**src/rtl/fence_t_seq_pkg.sv**
```systemverilog
// Shared types and constants for the fence.t microreset sequencer.
package fence_t_seq_pkg;

  typedef enum logic [1:0] {
    IDLE  = 2'd0,
    FLUSH = 2'd1,
    DRAIN = 2'd2,
    CLEAR = 2'd3
  } fence_t_state_e;

  // fence.t is a 4-byte instruction; execution resumes right after it.
  localparam int unsigned FENCE_T_RST_OFFSET = 4;

endpackage

```
**src/rtl/fence_t_seq_if.sv**
```systemverilog
// Per-channel flush bundle between the fence.t sequencer and the caches/buffers.
// Handshake: flush_req[i] stays high until the channel returns a one-cycle
// flush_ack[i] pulse; busy[i] is a level meaning transactions are still in flight.
interface fence_t_seq_if #(
  parameter int unsigned NUM_CH = 2
);
  logic [NUM_CH-1:0] flush_req;
  logic [NUM_CH-1:0] flush_ack;
  logic [NUM_CH-1:0] busy;

  modport master (output flush_req, input flush_ack, input busy);
  modport slave  (input flush_req, output flush_ack, output busy);
endinterface

```
**src/rtl/fence_t_pad_timer.sv**
```systemverilog
// Timer-aligned pad counter: a rising edge on time_irq_i loads pad_i, after
// which the count decrements to zero and holds there.
module fence_t_pad_timer #(
  parameter int unsigned PAD_W = 32
) (
  input  logic             clk_i,
  input  logic             rst_i,
  input  logic             time_irq_i,
  input  logic [PAD_W-1:0] pad_i,
  output logic             pad_zero
);

  logic             irq_q;
  logic [PAD_W-1:0] cnt_q;

  always_ff @(posedge clk_i) begin
    if (rst_i) begin
      irq_q <= 1'b0;
      cnt_q <= '0;
    end else begin
      irq_q <= time_irq_i;
      // A fresh edge always wins, even over a count still in progress.
      if (time_irq_i && !irq_q) begin
        cnt_q <= pad_i;
      end else if (cnt_q != '0) begin
        cnt_q <= cnt_q - PAD_W'(1);
      end
    end
  end

  assign pad_zero = (cnt_q == '0);

endmodule

```
**src/rtl/fence_t_seq.sv**
```systemverilog
// fence.t microreset sequencer: parallel channel flush, drain/pad wait, uarch
// clear and cache-init hold. Optional flush watchdog: FENCE_T_FLUSH_TIMEOUT_EN.
module fence_t_seq
  import fence_t_seq_pkg::*;
#(
  parameter int unsigned NUM_CH         = 2,
  parameter int unsigned VLEN           = 64,
  parameter int unsigned PAD_W          = 32,
  parameter int unsigned CLR_CYCLES     = 16,
  parameter int unsigned INIT_HOLD      = 3,
  parameter int unsigned TIMEOUT_CYCLES = 1024
) (
  input  logic             clk_i,
  input  logic             rst_i,
  input  logic             clr_i,
  input  logic             fence_t_i,
  input  logic [VLEN-1:0]  pc_commit_i,
  input  logic [VLEN-1:0]  boot_addr_i,
  input  logic             halt_i,
  fence_t_seq_if.master    flush,
  input  logic [PAD_W-1:0] pad_i,
  input  logic             time_irq_i,
  output logic             halt_o,
  output logic             busy_o,
  output logic             uarch_clr_o,
  output logic             cache_init_no,
  output logic [VLEN-1:0]  rst_addr_o,
  output logic             timeout_o,
  output fence_t_state_e   dbg_state
);

  localparam int unsigned CLR_W = $clog2(CLR_CYCLES + 1);

  if (NUM_CH < 1 || CLR_CYCLES < 1 || INIT_HOLD < 1 || TIMEOUT_CYCLES < 1) begin : g_param_check
    $error("fence_t_seq: NUM_CH, CLR_CYCLES, INIT_HOLD and TIMEOUT_CYCLES must be >= 1");
  end

  fence_t_state_e    state_q, state_d;
  logic [NUM_CH-1:0] ack_mask_q;
  logic [NUM_CH-1:0] req_q;
  logic [VLEN-1:0]   rst_addr_q;
  logic [CLR_W-1:0]  clr_cnt_q;
  logic [INIT_HOLD-1:0] init_sr_q;
  logic              rst_any;
  logic              all_ack;
  logic              pad_zero;
  logic              timeout_hit;

  assign rst_any = rst_i | clr_i;
  // A final ack arriving this cycle already completes the flush.
  assign all_ack = &(ack_mask_q | flush.flush_ack);

  fence_t_pad_timer #(.PAD_W(PAD_W)) u_pad_timer (
    .clk_i      (clk_i),
    .rst_i      (rst_any),
    .time_irq_i (time_irq_i),
    .pad_i      (pad_i),
    .pad_zero   (pad_zero)
  );

`ifdef FENCE_T_FLUSH_TIMEOUT_EN
  localparam int unsigned WD_W = $clog2(TIMEOUT_CYCLES + 1);
  logic [WD_W-1:0] wd_q;

  assign timeout_hit = (state_q == FLUSH) && !all_ack && (wd_q == WD_W'(TIMEOUT_CYCLES - 1));
  assign timeout_o   = timeout_hit;

  always_ff @(posedge clk_i) begin
    if (rst_any) begin
      wd_q <= '0;
    end else begin
      wd_q <= (state_q == FLUSH && state_d == FLUSH) ? wd_q + WD_W'(1) : '0;
    end
  end
`else
  assign timeout_hit = 1'b0;
  assign timeout_o   = 1'b0;
`endif

  always_comb begin
    state_d = state_q;
    unique case (state_q)
      IDLE:  if (fence_t_i) state_d = FLUSH;
      FLUSH: if (all_ack || timeout_hit) state_d = DRAIN;
      DRAIN: if (flush.busy == '0 && pad_zero) state_d = CLEAR;
      CLEAR: if (clr_cnt_q == CLR_W'(CLR_CYCLES - 1)) state_d = IDLE;
      default: state_d = IDLE;
    endcase
  end

  always_ff @(posedge clk_i) begin
    if (rst_any) begin
      state_q    <= IDLE;
      ack_mask_q <= '0;
      req_q      <= '0;
      rst_addr_q <= boot_addr_i;
      clr_cnt_q  <= '0;
    end else begin
      state_q <= state_d;
      if (state_q == IDLE && fence_t_i) begin
        rst_addr_q <= pc_commit_i + VLEN'(FENCE_T_RST_OFFSET);
        ack_mask_q <= '0;
      end else if (state_q == FLUSH) begin
        ack_mask_q <= ack_mask_q | flush.flush_ack;
      end
      req_q     <= (state_q == FLUSH && state_d == FLUSH) ? ~(ack_mask_q | flush.flush_ack) : '0;
      clr_cnt_q <= (state_q == CLEAR && state_d == CLEAR) ? clr_cnt_q + CLR_W'(1) : '0;
    end
  end

  // Cache init stays suppressed while the clear ripples through, plus a tail.
  always_ff @(posedge clk_i) begin
    if (rst_any) begin
      init_sr_q <= '0;
    end else begin
      init_sr_q[0] <= uarch_clr_o;
      for (int i = 1; i < int'(INIT_HOLD); i++) begin
        init_sr_q[i] <= init_sr_q[i-1];
      end
    end
  end

  assign flush.flush_req = req_q;
  assign busy_o          = (state_q != IDLE);
  assign halt_o          = halt_i | busy_o;
  assign uarch_clr_o     = (state_q == CLEAR);
  assign cache_init_no   = |init_sr_q;
  assign rst_addr_o      = rst_addr_q;
  assign dbg_state       = state_q;

endmodule

```
**src/flat_wrapper.sv**
```systemverilog
// flat-port wrapper written by rule: the top's interface ports become plain ports
module fence_t_seq_flat import fence_t_seq_pkg::*;
#(
  parameter int unsigned NUM_CH         = 2,
  parameter int unsigned VLEN           = 64,
  parameter int unsigned PAD_W          = 32,
  parameter int unsigned CLR_CYCLES     = 16,
  parameter int unsigned INIT_HOLD      = 3,
  parameter int unsigned TIMEOUT_CYCLES = 1024
)
  (clk_i, rst_i, clr_i, fence_t_i, pc_commit_i, boot_addr_i, halt_i, pad_i, time_irq_i, halt_o, busy_o, uarch_clr_o, cache_init_no, rst_addr_o, timeout_o, dbg_state, flush_flush_req, flush_flush_ack, flush_busy);
  fence_t_seq_if #(.NUM_CH(NUM_CH)) flush_i ();
  input  logic clk_i;
  input  logic rst_i;
  input  logic clr_i;
  input  logic fence_t_i;
  input  logic [VLEN-1:0] pc_commit_i;
  input  logic [VLEN-1:0] boot_addr_i;
  input  logic halt_i;
  input  logic [PAD_W-1:0] pad_i;
  input  logic time_irq_i;
  output logic halt_o;
  output logic busy_o;
  output logic uarch_clr_o;
  output logic cache_init_no;
  output logic [VLEN-1:0] rst_addr_o;
  output logic timeout_o;
  output fence_t_state_e dbg_state;
  output wire logic [$bits(flush_i.flush_req)-1:0] flush_flush_req;
  input wire logic [$bits(flush_i.flush_ack)-1:0] flush_flush_ack;
  input wire logic [$bits(flush_i.busy)-1:0] flush_busy;
  assign flush_flush_req = flush_i.flush_req;
  assign flush_i.flush_ack = flush_flush_ack;
  assign flush_i.busy = flush_busy;
  fence_t_seq #(.NUM_CH(NUM_CH), .VLEN(VLEN), .PAD_W(PAD_W), .CLR_CYCLES(CLR_CYCLES), .INIT_HOLD(INIT_HOLD), .TIMEOUT_CYCLES(TIMEOUT_CYCLES)) u_core (.clk_i(clk_i), .rst_i(rst_i), .clr_i(clr_i), .fence_t_i(fence_t_i), .pc_commit_i(pc_commit_i), .boot_addr_i(boot_addr_i), .halt_i(halt_i), .flush(flush_i), .pad_i(pad_i), .time_irq_i(time_irq_i), .halt_o(halt_o), .busy_o(busy_o), .uarch_clr_o(uarch_clr_o), .cache_init_no(cache_init_no), .rst_addr_o(rst_addr_o), .timeout_o(timeout_o), .dbg_state(dbg_state));
endmodule
```
**config.mk**
```make
export PLATFORM = sky130hd
export DESIGN_NAME = fence_t_seq_flat
export DESIGN_NICKNAME = d
export VERILOG_FILES = /design/src/rtl/fence_t_seq_pkg.sv /design/src/rtl/fence_t_seq_if.sv /design/src/rtl/fence_t_pad_timer.sv /design/src/rtl/fence_t_seq.sv /design/src/flat_wrapper.sv
export SDC_FILE = /design/constraint.sdc
export NUM_CORES = 1
export LEC_CHECK = 0
export ABC_AREA = 1
export BUFFER_PORTS_ARGS = -buffer_cell sky130_fd_sc_hd__buf_4
export CAP_MARGIN = 20
export CORE_MARGIN = 2
export CORE_UTILIZATION = 40
export DETAILED_ROUTE_END_ITERATION = 7
export PLACE_DENSITY_LB_ADDON = 0.3
export SYNTH_ARGS = -nofsm -noshare
export SYNTH_HDL_FRONTEND = slang
export SYNTH_SLANG_ARGS = --single-unit
```
**constraint.sdc**
```tcl
create_clock -name clk_i -period 4.4 [get_ports clk_i]
set_input_delay 0.44 -clock clk_i [delete_from_list [all_inputs] [get_ports clk_i]]
set_output_delay 0.44 -clock clk_i [all_outputs]
set_load 0.01 [all_outputs]
```
# Word-level counts from Yosys, hierarchy flattened
# Cells that the tools add are included.
[word_totals]
reg_bits = 111
[classes]
addsub = 3
n_reduce_logical = 18
n_bitwise = 6
eq_ne = 6
mux = 9
[op_table]
columns = ["op", "n"]
rows = [
  ["2-to-1 mux 64 bit", 2],
  ["adder 64 x 3 -> 64 bit, second input constant", 1],
  ["2-to-1 mux 32 bit", 2],
  ["zero test 32 bit", 1],
  ["nonzero test 32 bit", 1],
  ["subtractor 32 x 1 -> 32 bit, second input constant", 1],
  ["2-to-1 mux 2 bit", 4],
  ["one-hot mux 2 bit (4 select lines)", 1],
  ["equality test 2 bit, second input constant", 3],
  ["nonzero test 2 bit", 3],
  ["OR reduction 2 bit", 3],
  ["adder 5 x 1 -> 5 bit, second input constant", 1],
  ["equality test 5 x 4 -> 1 bit, second input constant", 1],
  ["logical AND 1 bit", 5],
  ["equality test 2 x 1 -> 1 bit, second input constant", 2],
  ["zero test 2 bit", 2],
  ["OR reduction 3 bit", 1],
  ["NOT 1 bit", 2],
  ["NOT 2 bit", 1],
  ["bitwise OR 1 bit", 2],
  ["bitwise OR 2 bit", 1],
  ["AND reduction 2 bit", 1],
  ["zero test 1 bit", 1],
]

# Longest topological paths before layout
[logic_depth]
ltp_word = 8
depth_mapped = 11
mapped_depth_nobuf = 11

# By module
# A second synthesis with hierarchy kept.
[unflattened]
hier_cells = 1158
area_unflattened_um2 = 7709.9
[modules_own_cells]
columns = ["module", "cells_per_inst", "seq_area_each_um2", "area_per_inst_um2", "n_inst"]
rows = [
  ["fence_t_seq", 764, 2202.1, 5306.3, 1],
  ["fence_t_pad_timer", 394, 660.6, 2403.6, 1],
]

# Least setup slack after synthesis
# OpenSTA, ideal clock, no wires.
[synth_timing]
kind = "in2reg"
from = "in clr_i"
to = "reg u_core.rst_addr_q[0] (netlist: u_core.rst_addr_o[0]) (enable)"
cell_stages = 3
path_slack_ps = 1782
t_arrival_ps = 1916
required_time_ps = 3698
n_path_buf = 1
path_cell_list = "nor2_1 > buf_2 > nand2_1"
[synth_between]
elab_chain_len = 2
[synth_lines]
columns = ["item", "line_no", "rtl"]
rows = [
  ["start, declared", "flat_wrapper.sv:15", "input logic clr_i;"],
  ["bitwise OR 1 bit", "fence_t_seq.sv:49", "assign rst_any = rst_i | clr_i;"],
  ["nonzero test 2 bit (no line)", "n/a", ""],
  ["end signal, assigned", "fence_t_seq.sv:96", "rst_addr_q <= boot_addr_i;"],
  ["end signal, assigned", "fence_t_seq.sv:101", "rst_addr_q <= pc_commit_i + VLEN'(FENCE_T_RST_OFFSET);"],
  ["end, declared", "fence_t_seq.sv:41", "logic [VLEN-1:0] rst_addr_q;"],
]
# Every way passes these cells.
# A chain may end at the register's enable or synchronous reset.

# Worst setup path after layout
[layout_timing]
from = "in clr_i"
to = "reg u_core.rst_addr_q[38] (netlist: u_core.rst_addr_o[38]) (data pin)"
[layout_between]
elab_chain_len = 2
[layout_lines]
columns = ["item", "line_no", "rtl"]
rows = [
  ["bitwise OR 1 bit", "fence_t_seq.sv:49", ""],
  ["2-to-1 mux 64 bit", "fence_t_seq.sv:92", "if (rst_any) begin"],
]
# Every way passes these cells.

==> results_tabular.tex <==
\begin{tabular}{lr}
\hline
Metric & Value \\
\hline
\multicolumn{2}{l}{\textbf{Outcome}} \\
\quad Outcome & completed \\
\multicolumn{2}{l}{\textbf{Global route}} \\
\quad All-layer global routing usage & 0.2574 \\
\quad Remaining global-route overflow & 0 \\
\quad First-pass GRT wire length & between 30000 and 40000 um \\
\quad Antenna violations before repair & 0 \\
\quad Vias in the first global route & between 7000 and 8000 \\
\quad Pin count of the biggest net entering global routing & 67 \\
\multicolumn{2}{l}{\textbf{Critical path}} \\
\quad Req. time, crit path & $\sim$4500 ps \\
\quad Startpoint of the worst-slack reg-to-reg timing path & u\_core.u\_pad\_timer.cnt\_q[0]\$\_SDFFE\_PN0P\_ \\
\quad Flop-to-flop setup slack & approximately 2500 ps \\
\quad Critical Path Start & clr\_i \\
\quad Worst reg-to-reg path cell count & 9 \\
\quad Class of the most critical setup path & primary input to flop \\
\quad Capturing instance or port of the critical path & u\_core.rst\_addr\_o[38]\$\_DFFE\_PP\_ \\
\quad Largest driver fanout on the critical path & 62 \\
\quad Crit path capture type & flop \\
\quad Kind of start point of the critical path & primary input \\
\quad Arrival time worst endpoint & slightly above 2000 ps \\
\quad Terminus of the critical flop-to-flop path & u\_core.u\_pad\_timer.cnt\_q[30]\$\_SDFFE\_PN0P\_ \\
\multicolumn{2}{l}{\textbf{Logic synthesis}} \\
\quad Share of the synthesized area in the top cell type & 0.2535 \\
\quad Top area cells in the synthesized netlist & edfxtp\_1 25\%, nand2\_1 22\%, dfxtp\_1 12\%, nor2\_1 11\%, nand3\_1 4.6\% \\
\quad Number of register bits inferred by synthesis & $\sim$110 \\
\quad Ys async rst share & 0 \\
\quad Mapped Avg Cell Area & approximately 6.5 um2 \\
\quad Number of enable-type register cells in the synthesized netlist & between 60 and 70 \\
\quad Post-Synthesis Net Count & roughly 1300 \\
\quad Distinct cell type count of the synthesized netlist & 39 \\
\quad Cell count after synthesis & 1169 \\
\quad Share of the yosys chip area belonging to registers & 0.3777 \\
\quad Post-synthesis instance area & 0.007580 mm2 \\
\quad Number of synthesis warnings & 0 \\
\quad Prevailing post-synth register cell & edfxtp\_1 \\
\quad Library cell occupying the most area in the post-synthesis netlist & edfxtp\_1 \\
\multicolumn{2}{l}{\textbf{Floorplan}} \\
\quad Core area & around 0.019 mm2 \\
\quad Starting density of the core & 0.4066 \\
\quad Total I/O pin count & 243 \\
\quad Horizontal extent of the die & around 140 um \\
\quad Die Span Y & $\sim$140 um \\
\quad Num rows & 50 \\
\quad Die Footprint & about 0.02 mm2 \\
\multicolumn{2}{l}{\textbf{Clocking}} \\
\quad Post-CTS sizing & 0 \\
\quad TritonCTS clock tree & built \\
\quad Clock latency at the later pin of the worst-skew pair & 370 ps \\
\quad Total setup buffers inserted after CTS & 0 \\
\quad Clock Tree Buf Depth & 2 \\
\quad CTS clock-pin slew for the worst setup and hold paths & 80 ps \\
\quad Clock Root Buffer & clkbuf\_16 \\
\quad Number of buffers created by CTS & 9 \\
\quad Hold bufs inserted after CTS & 0 \\
\quad CTS H-Tree Depth & 3 \\
\quad CTS sink cnt & about 110 \\
\multicolumn{2}{l}{\textbf{Power}} \\
\quad PwrDens & approximately 300 mW/mm2 \\
\quad Internal power of the cells & 2052 uW \\
\quad Seq pwr share & 0.415 \\
\quad Share of total power in the clock network & 0.325 \\
\quad Net Switching & 917.5 uW \\
\quad Proportion of total power due to net switching & 0.3089 \\
\quad Worst vdd ir & between 0.15 and 0.2 mV \\
\quad Leak & between 0.004 and 0.005 uW \\
\quad Comb pwr share & 0.261 \\
\multicolumn{2}{l}{\textbf{Placement}} \\
\quad HPWL after detailed placement & 21090 um \\
\quad Number of cells after detailed placement & 1620 \\
\quad Gpl congestion & 0.9727 \\
\quad Number of input and output port buffers inserted & approximately 240 \\
\multicolumn{2}{l}{\textbf{STA}} \\
\quad Unrepaired setup endpoints after global routing & no \\
\quad Final setup violation count & 0 \\
\quad Ratio of final minimum period to clock period & 0.4333 \\
\quad Final-report max-slew violation count & 0 \\
\quad Achievable frequency & between 0.5 and 0.6 GHz \\
\quad Worst hold slack & 249.0 ps \\
\quad Setup TNS & 0 ps \\
\quad Slew @ Worst Pin & between 800 and 900 ps \\
\quad Number of failing hold endpoints at the final stage & 0 \\
\quad Shortest clock period the worst path allows after layout & between 1500 and 2000 ps \\
\quad Headroom to the max-slew limit & 0.4056 \\
\quad Clock Skews & $\sim$16 ps \\
\multicolumn{2}{l}{\textbf{Layout}} \\
\quad Layout Nets & $\sim$1600 \\
\quad Antenna diode instance count & 0 \\
\quad Filler-free cell count of the finished design & 1636 \\
\quad Fraction of final layout cells sized beyond drive strength 1 & 0.2247 \\
\quad Signed area change from the synthesized netlist to the final layout & 31.40\% \\
\multicolumn{2}{l}{\textbf{Route}} \\
\quad DRC violations left & 0 \\
\quad First drt pass iteration count & 6 \\
\quad Average vias per placed instance & about 5 \\
\quad DR WL/cell & 15.97 um \\
\quad Total number of vias & about 8000 \\
\quad Violation count after the first detailed-route iteration & between 500 and 600 \\
\quad Total wire length & $\sim$26000 um \\
\quad Antenna Violating Nets Remaining & 0 \\
\multicolumn{2}{l}{\textbf{Job}} \\
\quad \# Max-Cap Violations & 0 \\
\multicolumn{2}{l}{\textbf{Worst hold path}} \\
\quad Classification of the worst-slack hold path & primary input to flop \\
\hline
\end{tabular}
worst max-delay path: stages:
cell,delay [ps]
buf_4,120
nor2_4,110
clkinv_2,550
buf_4,590
nand2_1,140
nand2_1,60
state kept, by name, indices dropped and copies added, names as in the netlist:
name and flops:
u_core.dbg_state 2, u_core.init_sr_q 3, u_core.flush.flush_req 2, u_core.ack_mask_q 2, u_core.clr_cnt_q 5, u_core.u_pad_timer.irq_q 1
u_core.rst_addr_o 64, u_core.u_pad_timer.cnt_q 32
area by class of cell:
class	count	area, um2
Tap cell	234	292.8
Fill cell	1898	8683
Multi-Input combinational cell	944	4292
Inverter	87	327.8
Clock buffer	10	250.2
Clock inverter	6	102.6
Timing Repair Buffer	244	1832
Sequential cell	111	2863
power by group through the flow:
stage               combinational, uW  sequential [uW]  clock (uW)
finish                            774             1230         964
global route                      860             1240        1020
CTS                               773             1230         980
detailed placement                771             1250           0
global placement                  763             1260           0
floorplan                         396             1270           0
how the worst min path moves through the flow:
stage                                   startpoint                                   end  slack (ps)  cells past startpoint
floorplan           u_core.init_sr_q[1]$_SDFF_PN0_        u_core.init_sr_q[2]$_SDFF_PN0_         410                      2
global placement    u_core.init_sr_q[1]$_SDFF_PN0_        u_core.init_sr_q[2]$_SDFF_PN0_         410                      2
detailed placement  u_core.init_sr_q[1]$_SDFF_PN0_        u_core.init_sr_q[2]$_SDFF_PN0_         420                      2
CTS                             flush_flush_ack[1]  u_core.flush.flush_req[1]$_SDFF_PP0_         240                      2
global route                    flush_flush_ack[1]  u_core.flush.flush_req[1]$_SDFF_PP0_         250                      2
finish                          flush_flush_ack[1]  u_core.flush.flush_req[1]$_SDFF_PP0_         250                      2
routing by layer:
metal / track usage / wire length, um
met2: 0.4540 / 12880
met3: 0.05231 / 1822
met5: 0 / 0
met4: 0.07368 / 771
met1: 0.3190 / 10640
placed cells by master (no fill, tap or decap), types with 2 or more instances in the layout:
| cell | count |
|---|---|
| ha_1 | 5 |
| nor2_1 | 226 |
| nand4_1 | 19 |
| buf_4 | 244 |
| o21ai_1 | 11 |
| nor3_1 | 8 |
| mux2i_1 | 2 |
| o211ai_1 | 5 |
| a21oi_1 | 17 |
| nand2_4 | 2 |
| inv_1 | 85 |
| nor2_2 | 20 |
| nand3b_1 | 5 |
| bufinv_16 | 2 |
| nand3_1 | 69 |
| clkbuf_16 | 10 |
| nor4_1 | 2 |
| nor2_4 | 12 |
| edfxtp_1 | 64 |
| o21ai_0 | 38 |
| dfxtp_1 | 47 |
| xnor2_1 | 15 |
| nand2_2 | 11 |
| a31oi_1 | 3 |
| nand2_1 | 437 |
| xor2_1 | 19 |
| or2_2 | 7 |
| o21bai_1 | 2 |
| clkinv_4 | 3 |
synthesized netlist by cell type, types with 5 or more instances:
library cell and instances:
nor2_2 20, o21ai_0 38, xor2_1 19, xnor2_1 15
nand3_1 69, nor2_1 227, o211ai_1 5, or2_2 7
nand2_2 11, o21ai_1 11, nor2_4 11, nand2_1 438
nand3b_1 5, a21oi_1 17, clkbuf_1 19, edfxtp_1 64
nor3_1 8, ha_1 5, nand4_1 19, inv_1 86
dfxtp_1 47
through the flow:
stage                     utilization  setup WS (ps)  power [uW]  cell area (um2)
after detailed placement       0.5153           2087        2024             9607
after global placement         0.5153           2115        2018             9607
final                          0.5342           2493        2970             9960
after CTS                      0.5342           2480        2984             9960
after floorplan                     -           1782        1670             7580
after global routing           0.5342           2260        3114             9960
kinds of logic (layout without fill, tap and decap cells):
logic type	after synthesis	after routing	share of synthesized area
simple gates	821	821	0.4556
fa+ha+maj	5	5	0.008254
other cells	1	1	0.0004947
flops	111	111	0.3777
mux	2	2	0.002641
xor+xnor	34	34	0.03929
compound gates	81	81	0.05794
buf+inv	114	347	0.05810
Note: power is estimated with default switching activity, not from simulation.
